===== src/rtl/pc_npc_unit_pkg.sv =====
// Shared pipeline definitions for the fetch PC / next-PC unit.
package pc_npc_unit_pkg;

  localparam int unsigned PcWDefault = 9;

  typedef enum logic [1:0] {
    SelBranch = 2'b00,
    SelJump   = 2'b01,
    SelReg    = 2'b10,
    SelRsvd   = 2'b11
  } redirect_sel_e;

  typedef enum logic {
    StIdle    = 1'b0,
    StPending = 1'b1
  } npc_state_e;

endpackage


===== src/rtl/pc_npc_unit_if.sv =====
// Decode-to-fetch redirect bus plus the fetch-address outputs.
interface pc_npc_unit_if #(
  parameter int unsigned PC_W = pc_npc_unit_pkg::PcWDefault
);
  logic            load_enable;
  logic            redirect_valid;
  logic [1:0]      redirect_sel;
  logic [15:0]     imm16;
  logic [25:0]     address_26;
  logic [31:0]     reg_target;
  logic [PC_W-1:0] pc;
  logic [PC_W-1:0] npc;
  logic            pending;
  logic            redirect_taken;
  logic            misalign_err;

  modport master (
    output load_enable, redirect_valid, redirect_sel, imm16, address_26, reg_target,
    input  pc, npc, pending, redirect_taken, misalign_err
  );

  modport slave (
    input  load_enable, redirect_valid, redirect_sel, imm16, address_26, reg_target,
    output pc, npc, pending, redirect_taken, misalign_err
  );
endinterface


===== src/rtl/pc_target_calc.sv =====
// Combinational redirect target computation (branch / jump / register).
module pc_target_calc
  import pc_npc_unit_pkg::*;
#(
  parameter int unsigned PC_W = PcWDefault
) (
  input  logic [PC_W-1:0] pc_i,
  input  logic            redirect_valid_i,
  input  logic [1:0]      redirect_sel_i,
  input  logic [15:0]     imm16_i,
  input  logic [25:0]     address_26_i,
  input  logic [31:0]     reg_target_i,
  output logic [PC_W-1:0] target_o,
  output logic            target_valid_o,
  output logic            misalign_o
);

  redirect_sel_e   sel;
  logic [PC_W-1:0] branch_off;
  logic            unused_bits;

  assign sel        = redirect_sel_e'(redirect_sel_i);
  // Sign-extended word offset, truncated to the address width (modulo arithmetic).
  assign branch_off = PC_W'({{14{imm16_i[15]}}, imm16_i, 2'b00});

  always_comb begin
    target_o       = '0;
    target_valid_o = 1'b0;
    unique case (sel)
      SelBranch: begin
        target_o       = pc_i + branch_off;
        target_valid_o = redirect_valid_i;
      end
      SelJump: begin
        target_o       = {address_26_i[PC_W-3:0], 2'b00};
        target_valid_o = redirect_valid_i;
      end
      SelReg: begin
        target_o       = {reg_target_i[PC_W-1:2], 2'b00};
        target_valid_o = redirect_valid_i;
      end
      default: begin
        target_o       = '0;
        target_valid_o = 1'b0;
      end
    endcase
  end

  assign misalign_o  = redirect_valid_i && (sel == SelReg) && (|reg_target_i[1:0]);
  assign unused_bits = ^{reg_target_i[31:PC_W], address_26_i[25:PC_W-2]};

endmodule


===== src/rtl/pc_npc_unit.sv =====
// Fetch PC / next-PC registers with a one-deep redirect holding FSM for stalls.
module pc_npc_unit
  import pc_npc_unit_pkg::*;
#(
  parameter int unsigned      PC_W     = PcWDefault,
  parameter logic [PC_W-1:0]  RESET_PC = '0
) (
  input  logic         clk,
  input  logic         reset,
  pc_npc_unit_if.slave bus
);

  localparam logic [PC_W-1:0] Four = PC_W'(4);

  npc_state_e      state_q, state_d;
  logic [PC_W-1:0] pc_q, pc_d;
  logic [PC_W-1:0] npc_q, npc_d;
  logic [PC_W-1:0] tgt_q, tgt_d;
  logic            taken_q, taken_d;
  logic            mis_q, mis_d;

  logic [PC_W-1:0] target;
  logic            target_valid;
  logic            misalign;

  pc_target_calc #(
    .PC_W (PC_W)
  ) u_target_calc (
    .pc_i             (pc_q),
    .redirect_valid_i (bus.redirect_valid),
    .redirect_sel_i   (bus.redirect_sel),
    .imm16_i          (bus.imm16),
    .address_26_i     (bus.address_26),
    .reg_target_i     (bus.reg_target),
    .target_o         (target),
    .target_valid_o   (target_valid),
    .misalign_o       (misalign)
  );

  always_comb begin
    state_d = state_q;
    pc_d    = pc_q;
    npc_d   = npc_q;
    tgt_d   = tgt_q;
    taken_d = 1'b0;
    mis_d   = mis_q;
    unique case (state_q)
      StIdle: begin
        // Misalignment is only flagged for redirects actually accepted.
        if (target_valid && misalign) begin
          mis_d = 1'b1;
        end
        if (bus.load_enable) begin
          if (target_valid) begin
            pc_d    = target;
            npc_d   = target + Four;
            taken_d = 1'b1;
          end else begin
            pc_d  = npc_q;
            npc_d = npc_q + Four;
          end
        end else if (target_valid) begin
          tgt_d   = target;
          state_d = StPending;
        end
      end
      StPending: begin
        // New redirects are ignored until the captured one is applied.
        if (bus.load_enable) begin
          pc_d    = tgt_q;
          npc_d   = tgt_q + Four;
          taken_d = 1'b1;
          state_d = StIdle;
        end
      end
      default: state_d = StIdle;
    endcase
  end

  always_ff @(posedge clk) begin
    if (reset) begin
      state_q <= StIdle;
      pc_q    <= RESET_PC;
      npc_q   <= RESET_PC + Four;
      tgt_q   <= '0;
      taken_q <= 1'b0;
      mis_q   <= 1'b0;
    end else begin
      state_q <= state_d;
      pc_q    <= pc_d;
      npc_q   <= npc_d;
      tgt_q   <= tgt_d;
      taken_q <= taken_d;
      mis_q   <= mis_d;
    end
  end

  assign bus.pc             = pc_q;
  assign bus.npc            = npc_q;
  assign bus.pending        = (state_q == StPending);
  assign bus.redirect_taken = taken_q;
  assign bus.misalign_err   = mis_q;

endmodule


===== src/flat_wrapper.sv =====
// flat-port wrapper written by rule: the top's interface ports become plain ports
module pc_npc_unit_flat import pc_npc_unit_pkg::*;
#(
  parameter int unsigned      PC_W     = PcWDefault,
  parameter logic [PC_W-1:0]  RESET_PC = '0
)
  (clk, reset, bus_load_enable, bus_redirect_valid, bus_redirect_sel, bus_imm16, bus_address_26, bus_reg_target, bus_pc, bus_npc, bus_pending, bus_redirect_taken, bus_misalign_err);
  pc_npc_unit_if #(.PC_W(PC_W)) bus_i ();
  input  logic clk;
  input  logic reset;
  input wire logic [$bits(bus_i.load_enable)-1:0] bus_load_enable;
  input wire logic [$bits(bus_i.redirect_valid)-1:0] bus_redirect_valid;
  input wire logic [$bits(bus_i.redirect_sel)-1:0] bus_redirect_sel;
  input wire logic [$bits(bus_i.imm16)-1:0] bus_imm16;
  input wire logic [$bits(bus_i.address_26)-1:0] bus_address_26;
  input wire logic [$bits(bus_i.reg_target)-1:0] bus_reg_target;
  output wire logic [$bits(bus_i.pc)-1:0] bus_pc;
  output wire logic [$bits(bus_i.npc)-1:0] bus_npc;
  output wire logic [$bits(bus_i.pending)-1:0] bus_pending;
  output wire logic [$bits(bus_i.redirect_taken)-1:0] bus_redirect_taken;
  output wire logic [$bits(bus_i.misalign_err)-1:0] bus_misalign_err;
  assign bus_i.load_enable = bus_load_enable;
  assign bus_i.redirect_valid = bus_redirect_valid;
  assign bus_i.redirect_sel = bus_redirect_sel;
  assign bus_i.imm16 = bus_imm16;
  assign bus_i.address_26 = bus_address_26;
  assign bus_i.reg_target = bus_reg_target;
  assign bus_pc = bus_i.pc;
  assign bus_npc = bus_i.npc;
  assign bus_pending = bus_i.pending;
  assign bus_redirect_taken = bus_i.redirect_taken;
  assign bus_misalign_err = bus_i.misalign_err;
  pc_npc_unit #(.PC_W(PC_W), .RESET_PC(RESET_PC)) u_core (.clk(clk), .reset(reset), .bus(bus_i));
endmodule

===== config.mk =====
export PLATFORM = sky130hd
export DESIGN_NAME = pc_npc_unit_flat
export DESIGN_NICKNAME = d
export VERILOG_FILES = /design/src/rtl/pc_npc_unit_pkg.sv /design/src/rtl/pc_npc_unit_if.sv /design/src/rtl/pc_target_calc.sv /design/src/rtl/pc_npc_unit.sv /design/src/flat_wrapper.sv
export SDC_FILE = /design/constraint.sdc
export NUM_CORES = 1
export LEC_CHECK = 0
export BUFFER_PORTS_ARGS = -buffer_cell sky130_fd_sc_hd__clkbuf_2
export CELL_PAD_IN_SITES_DETAIL_PLACEMENT = 0
export CELL_PAD_IN_SITES_GLOBAL_PLACEMENT = 1
export CORE_ASPECT_RATIO = 0.5
export CORE_UTILIZATION = 28
export CTS_CLUSTER_DIAMETER = 200
export DETAILED_ROUTE_END_ITERATION = 10
export PLACE_DENSITY = 0.78
export SETUP_SLACK_MARGIN = 0.4
export SLEW_MARGIN = 20
export SYNTH_ARGS = -nofsm -noshare
export SYNTH_HDL_FRONTEND = slang
export SYNTH_SLANG_ARGS = --single-unit
export TNS_END_PERCENT = 5

===== constraint.sdc =====
create_clock -name clk -period 2.4 [get_ports clk]
set_input_delay 0.24 -clock clk [delete_from_list [all_inputs] [get_ports clk]]
set_output_delay 0.24 -clock clk [all_outputs]
set_load 0.005 [all_outputs]

# --- After elaboration in Yosys (flattened, before gate mapping) ---
# Index checks and enable logic that the tools add are counted.
totals:
  ff_bits: 30
  input_bits: 80
  elab_cells: 42
op_classes:
  n_bitwise: 2
  eq_ne: 4
  mux: 17
  add_sub_neg: 4
  n_reduce_logical: 9
op_table:
  columns: ["op", "n"]
  rows:
  - ["$mux 9", 6]
  - ["$pmux 9 s2", 2]
  - ["$add 9x3->9 const B", 3]
  - ["$pmux 9 s3", 1]
  - ["$add 9x9->9", 1]
  - ["$mux 1", 6]
  - ["$ne 2x2->1 const B", 2]
  - ["$pmux 1 s2", 2]
  - ["$reduce_and 2->1", 2]
  - ["$logic_and 1x1->1", 3]
  - ["$reduce_and 3->1", 1]
  - ["$reduce_or 3->1", 1]
  - ["$eq 2x1->1 const B", 1]
  - ["$eq 2x2->1 const B", 1]
  - ["$logic_not 2->1", 1]
  - ["$not 1->1", 2]
  - ["$reduce_or 2->1", 1]

# --- Logic depth before layout (Yosys ltp) ---
logic_depth:
  ltp_word: 6
  mapped_depth: 10
  depth_no_buf: 10

# --- Cells and area by module ---
# A second synthesis with hierarchy kept.
unflattened:
  hier_cells: 204
  hier_area_um2: 1791.7
by_module_without_submodules:
  columns: ["module", "area_per_inst_um2", "cells_per_inst", "n_inst", "seq_area_each_um2"]
  rows:
  - ["pc_npc_unit", 1387.6, 145, 1, 600.6]
  - ["pc_target_calc", 404.1, 59, 1, 0.0]

# --- Least setup slack after synthesis ---
# Ideal clock, no wire load.
synth_timing:
  kind: "register to register"
  from: "register u_core.pc_q[2], in the netlist u_core.bus.pc[2]"
  to: "register u_core.npc_q[7], in the netlist u_core.bus.npc[7]"
  n_path_buf: 0
  t_required_ns: 2.278
  arrival_ns: 2.345
  path_stages_with_launch: 9
  synth_period_minus_slack_ns: 2.467
  setup_slack_ns: -0.067
  cell_sequence: "dfxtp_1 > ha_1 > fa_1 > xor2_1 > a221o_1 > mux2_2 > a21boi_4 > and3_1 > a221o_1"
synth_between:
  elab_chain_cells: 6
synth_lines:
  columns: ["item", "line_no", "rtl"]
  rows:
  - ["start: declaration", "pc_npc_unit.sv:16", "logic [PC_W-1:0] pc_q, pc_d;"]
  - ["start signal: assignment", "pc_npc_unit.sv:90", "pc_q <= pc_d;"]
  - ["$add 9x9->9", "pc_target_calc.sv:31", "target_o = pc_i + branch_off;"]
  - ["$pmux 9 s3", "pc_target_calc.sv:29", "unique case (sel)"]
  - ["$add 9x3->9", "pc_npc_unit.sv:56", "npc_d = target + Four;"]
  - ["$mux 9", "pc_npc_unit.sv:54", "if (target_valid) begin"]
  - ["$mux 9", "pc_npc_unit.sv:53", "if (bus.load_enable) begin"]
  - ["$pmux 9 s2", "pc_npc_unit.sv:47", "unique case (state_q)"]
  - ["end signal: assignment", "pc_npc_unit.sv:84", "npc_q <= RESET_PC + Four;"]
  - ["end signal: assignment", "pc_npc_unit.sv:91", "npc_q <= npc_d;"]
  - ["end: declaration", "pc_npc_unit.sv:17", "logic [PC_W-1:0] npc_q, npc_d;"]
# No other way between the ends. The select of a mux whose other input is x is not followed.
# A chain may end at the register's enable or synchronous reset.

# --- Worst setup path in the final report ---
# Ends and elaborated chain as after synthesis.

==> summary.txt <==
Outcome
  – Status: complete, but fails checks
  – Violated checks: setup timing

Layout
  – Area occupied by multi-input gates: 0.00127 mm²
  – Nets: 359
  – Inserted Diodes: 0
  – Ratio of cells with drive above 1 in the final layout: 37.5%
  – Fillers: 601
  – Seq. cell area: 602 µm²
  – Layout area overhead: 36.3%

Critical path
  – Worst path cell trace: ha_4 > fa_2 > xor2_1 > a221o_1 > mux2_4 > a21boi_4 > and3_4 > a221o_1
  – CP max stage delay: 0.39 ns
  – R2r worst-path depth: 8
  – Worst reg2reg endpoint: u_core.bus.npc[7]$_SDFFE_PP0P_
  – Worst path most repeated cell: a221o_1
  – Slowest CP cell: fa_2
  – Worst path bufs/invs: 0
  – Crit path max-delay family: compound AO/OA/AOI/OAI gates
  – Required @ worst endpoint: 2.56 ns
  – Startpoint Class: flop
  – R2r setup slk: -0.07 ns
  – Max FO, Critical Path: 4
  – Critical Path End Type: flop
  – Arrival time worst endpoint: 2.64 ns
  – R2R Path Start: u_core.bus.pc[2]$_SDFFE_PP0P_
  – Critical path class: reg -> reg

Power
  – Gate power share: 23.9%
  – Int Pwr: 1.12 mW
  – Cell Pwr Density: 622 mW/mm²
  – Seq pwr share: 35.2%
  – Switch Pwr: 0.452 mW
  – Switch share: 28.8%
  – Clock share of power: 40.8%
  – Maximum vdd ir drop: 245 µV
  – Total leakage power: 1.11 nW

Logic synthesis
  – Syn Area/Cell: 8.82 µm²
  – Ys flop type: dfxtp_1
  – Synth cell types: 54
  – Post-synth EDFFs: 0
  – Post-Syn Nets: 298
  – Seq/Total Area, Yosys: 32.4%
  – Yosys warns: 0
  – Cells after synthesis: 210
  – Synthesized flop and latch total: 30
  – Post-synth ARST share: 0%
  – Synth Cell Area: 0.00185 mm²

STA
  – RSZ-0062 raised after global routing: true
  – Final setup fails: 1
  – FMAX: 0.404 GHz
  – Setup ws final: -0.0744 ns
  – Minimum clock period: 2.47 ns
  – TNS Setup: -0.0744 ns
  – Clock skew: 0.00576 ns
  – Slew margin rel.: 55.7%
  – Hold_ws: 0.307 ns
  – Crit share post-route: 103%
  – Final hold vios: 0
  – Worst Tran Pin Value: 0.659 ns
  – Slew Limit Fails: 0

Die
  – Placeable core area: 0.00623 mm²
  – Initial Util: 29.7%
  – Rows: 20
  – Num ports: 101
  – Die Wd: 117 µm
  – Die Y: 59.5 µm
  – Die area: 0.00696 mm²

CTS
  – CTS tree: done
  – Maximum clock insertion buffer count: 2
  – # hold bufs at CTS: 0
  – Clk root buf: clkbuf_16
  – H-tree levels: 2
  – CTS sink count: 30
  – Clock buffer count from CTS: 5
  – Setup Buffers After CTS: 0
  – Clock Pin Slew Worst Setup and Hold Paths: 0.05 ns
  – Clk_lat worst skew: 0.28 ns

Route
  – DRC Markers: 0
  – Routed WL per cell: 15.1 µm
  – Remaining antenna violation count: 0
  – DR iter-0 viols: 150
  – Routed WL: 5.43 mm
  – DR vias: 1870
  – Via density: 5.19
  – First-pass DRT Iterations: 4

Placed design
  – Placer congestion estimate: 0.817
  – Placed wire-length estimate: 4.07 mm
  – Port Buffers: 49

Global routing
  – Pin count of the biggest net entering global routing: 24
  – Grt ovf: 0
  – First-pass GRT wire length: 8.39 mm
  – GRT Util Overall: 16.1%
  – Vias in the first global route: 1741
  – Initial antenna violation count: 0

Min path
  – Hold path cells: 3
  – Worst Hold End: u_core.tgt_q[6]$_SDFFE_PP0P_
  – HP Start: bus_reg_target[6]
  – Min-delay worst type: in -> reg

Flow run
  – Max Cap Viol: 0
-- cells by family after synthesis --
family	count (synthesis)	synth area share, %
compound gates	74	30.5
xor+xnor	9	4.26
fa+ha+maj	8	5.81
buf+inv	16	4.26
flops	30	32.4
mux	8	5.14
simple gates	65	17.6
-- worst reg2reg max path: stages (launching register included) --
cell	delay [ns]
dfxtp_2	0.33
ha_4	0.16
fa_2	0.39
xor2_1	0.17
a221o_1	0.37
mux2_4	0.29
a21boi_4	0.15
and3_4	0.21
a221o_1	0.30
-- how the worst max path moves through the flow --
stage / start / to / slack (ns) / depth (start not counted)
floorplan: u_core.bus.pc[2]$_SDFFE_PP0P_ / u_core.bus.npc[7]$_SDFFE_PP0P_ / 0.07 / 8
global placement: bus_imm16[0] / u_core.bus.npc[7]$_SDFFE_PP0P_ / -0.06 / 9
detailed placement: bus_imm16[0] / u_core.bus.npc[7]$_SDFFE_PP0P_ / -0.09 / 9
CTS: u_core.bus.pc[2]$_SDFFE_PP0P_ / u_core.bus.npc[7]$_SDFFE_PP0P_ / -0.07 / 8
global route: u_core.bus.pc[2]$_SDFFE_PP0P_ / u_core.bus.npc[7]$_SDFFE_PP0P_ / -0.12 / 8
finish: u_core.bus.pc[2]$_SDFFE_PP0P_ / u_core.bus.npc[7]$_SDFFE_PP0P_ / -0.07 / 8
-- cell usage after synthesis, types with 2 or more instances --
master / n / area share, %
nand3b_1: 3 / 1.2
o21bai_1: 2 / 0.81
o21a_1: 2 / 0.81
mux2i_1: 5 / 2.7
xnor2_1: 5 / 2.4
a311oi_1: 4 / 1.9
a21o_1: 3 / 1.2
inv_1: 4 / 0.81
nor3_1: 4 / 1.1
a222oi_1: 3 / 1.6
xor2_1: 4 / 1.9
mux2_2: 2 / 1.2
a211oi_1: 5 / 2.0
dfxtp_1: 30 / 32
nor2b_1: 4 / 1.4
buf_2: 3 / 0.81
clkbuf_1: 5 / 1.0
o21ai_0: 7 / 1.9
nand2b_1: 5 / 1.7
o21ai_1: 5 / 1.4
buf_6: 2 / 1.2
buf_1: 2 / 0.41
a22oi_1: 9 / 3.6
a21oi_1: 10 / 2.7
and3_1: 3 / 1.0
a221o_1: 2 / 1.1
nand2_1: 16 / 3.2
ha_1: 7 / 4.7
a22o_1: 7 / 3.3
nor2_1: 23 / 4.7
-- cell type report --
cell class                 instances  share of cell area, %
multi-input combinational        164                   50.3
sequential                        30                   23.8
timing repair buffer              66                   14.9
clock buffer                       6                   5.50
tap                               88                   4.36
inverter                           4                  0.595
clock inverter                     2                  0.496
-- per-stage QoR --
| step | total power, mW | util (%) | worst slack (ns) | cell area, µm² | cells |
|---|---|---|---|---|---|
| 6_report | 1.57 | 40.5 | -0.0744 | 2520 | 360 |
| 5_1_grt | 1.64 | 40.5 | -0.124 | 2520 | 360 |
| 4_1_cts | 1.56 | 39.8 | -0.0709 | 2480 | 360 |
| 3_5_place_dp | 0.905 | 36.8 | -0.0880 | 2300 | 352 |
| 3_3_place_gp | 0.901 | 36.8 | -0.0561 | 2300 | 352 |
| 2_1_floorplan | 0.771 | - | 0.0685 | 1880 | 210 |
-- sequential cells by signal, summed over array words and instances, names as in the netlist --
register,cells
u_core.bus.misalign_err,1
u_core.bus.redirect_taken,1
u_core.bus.pc,9
u_core.bus.pending,1
u_core.tgt_q,9
u_core.bus.npc,9
-- layout by cell type (no fill, tap or decap), drive strengths merged, types with 2 or more instances in the layout --
cell type | Yosys | routed
dfxtp | 30 | 30
a21o | 3 | 3
mux2 | 2 | 2
nor2b | 4 | 4
xor2 | 4 | 4
and3 | 3 | 3
clkbuf | 5 | 55
nand2b | 5 | 5
inv | 4 | 4
a21boi | 3 | 3
a21oi | 11 | 11
a22oi | 9 | 9
ha | 7 | 7
buf | 7 | 17
a211oi | 6 | 6
a22o | 7 | 7
or2 | 2 | 2
a222oi | 3 | 3
nand3b | 3 | 3
nor2 | 24 | 24
nand2 | 16 | 16
xnor2 | 5 | 5
a221o | 2 | 2
o21ai | 12 | 12
o21bai | 2 | 2
a311oi | 4 | 4
nor3 | 4 | 4
o21a | 2 | 2
mux2i | 6 | 6
-- metal layers --
layer	GRT usage, %	up-vias	routed length [µm]	share of wire (%)
li1	-	912	-	-
met1	21.9	902	2540	47
met2	25.7	46	2520	46
met3	2.97	10	285	5.3
met4	5.79	0	81	1.5
met5	0	-	0	0
-- what timing repair did --
item,CTS,global route
resized for setup,7,8
pin swaps,12,17
setup endpoints to repair,11,14
-- power groups by stage --
stage	clock, mW	combinational [mW]	sequential [mW]
after global placement	0	0.339	0.562
after floorplan	0	0.212	0.559
final	0.641	0.375	0.553
after global routing	0.674	0.411	0.556
after detailed placement	0	0.342	0.563
after CTS	0.650	0.359	0.553
(Power assumes the default switching activity.)
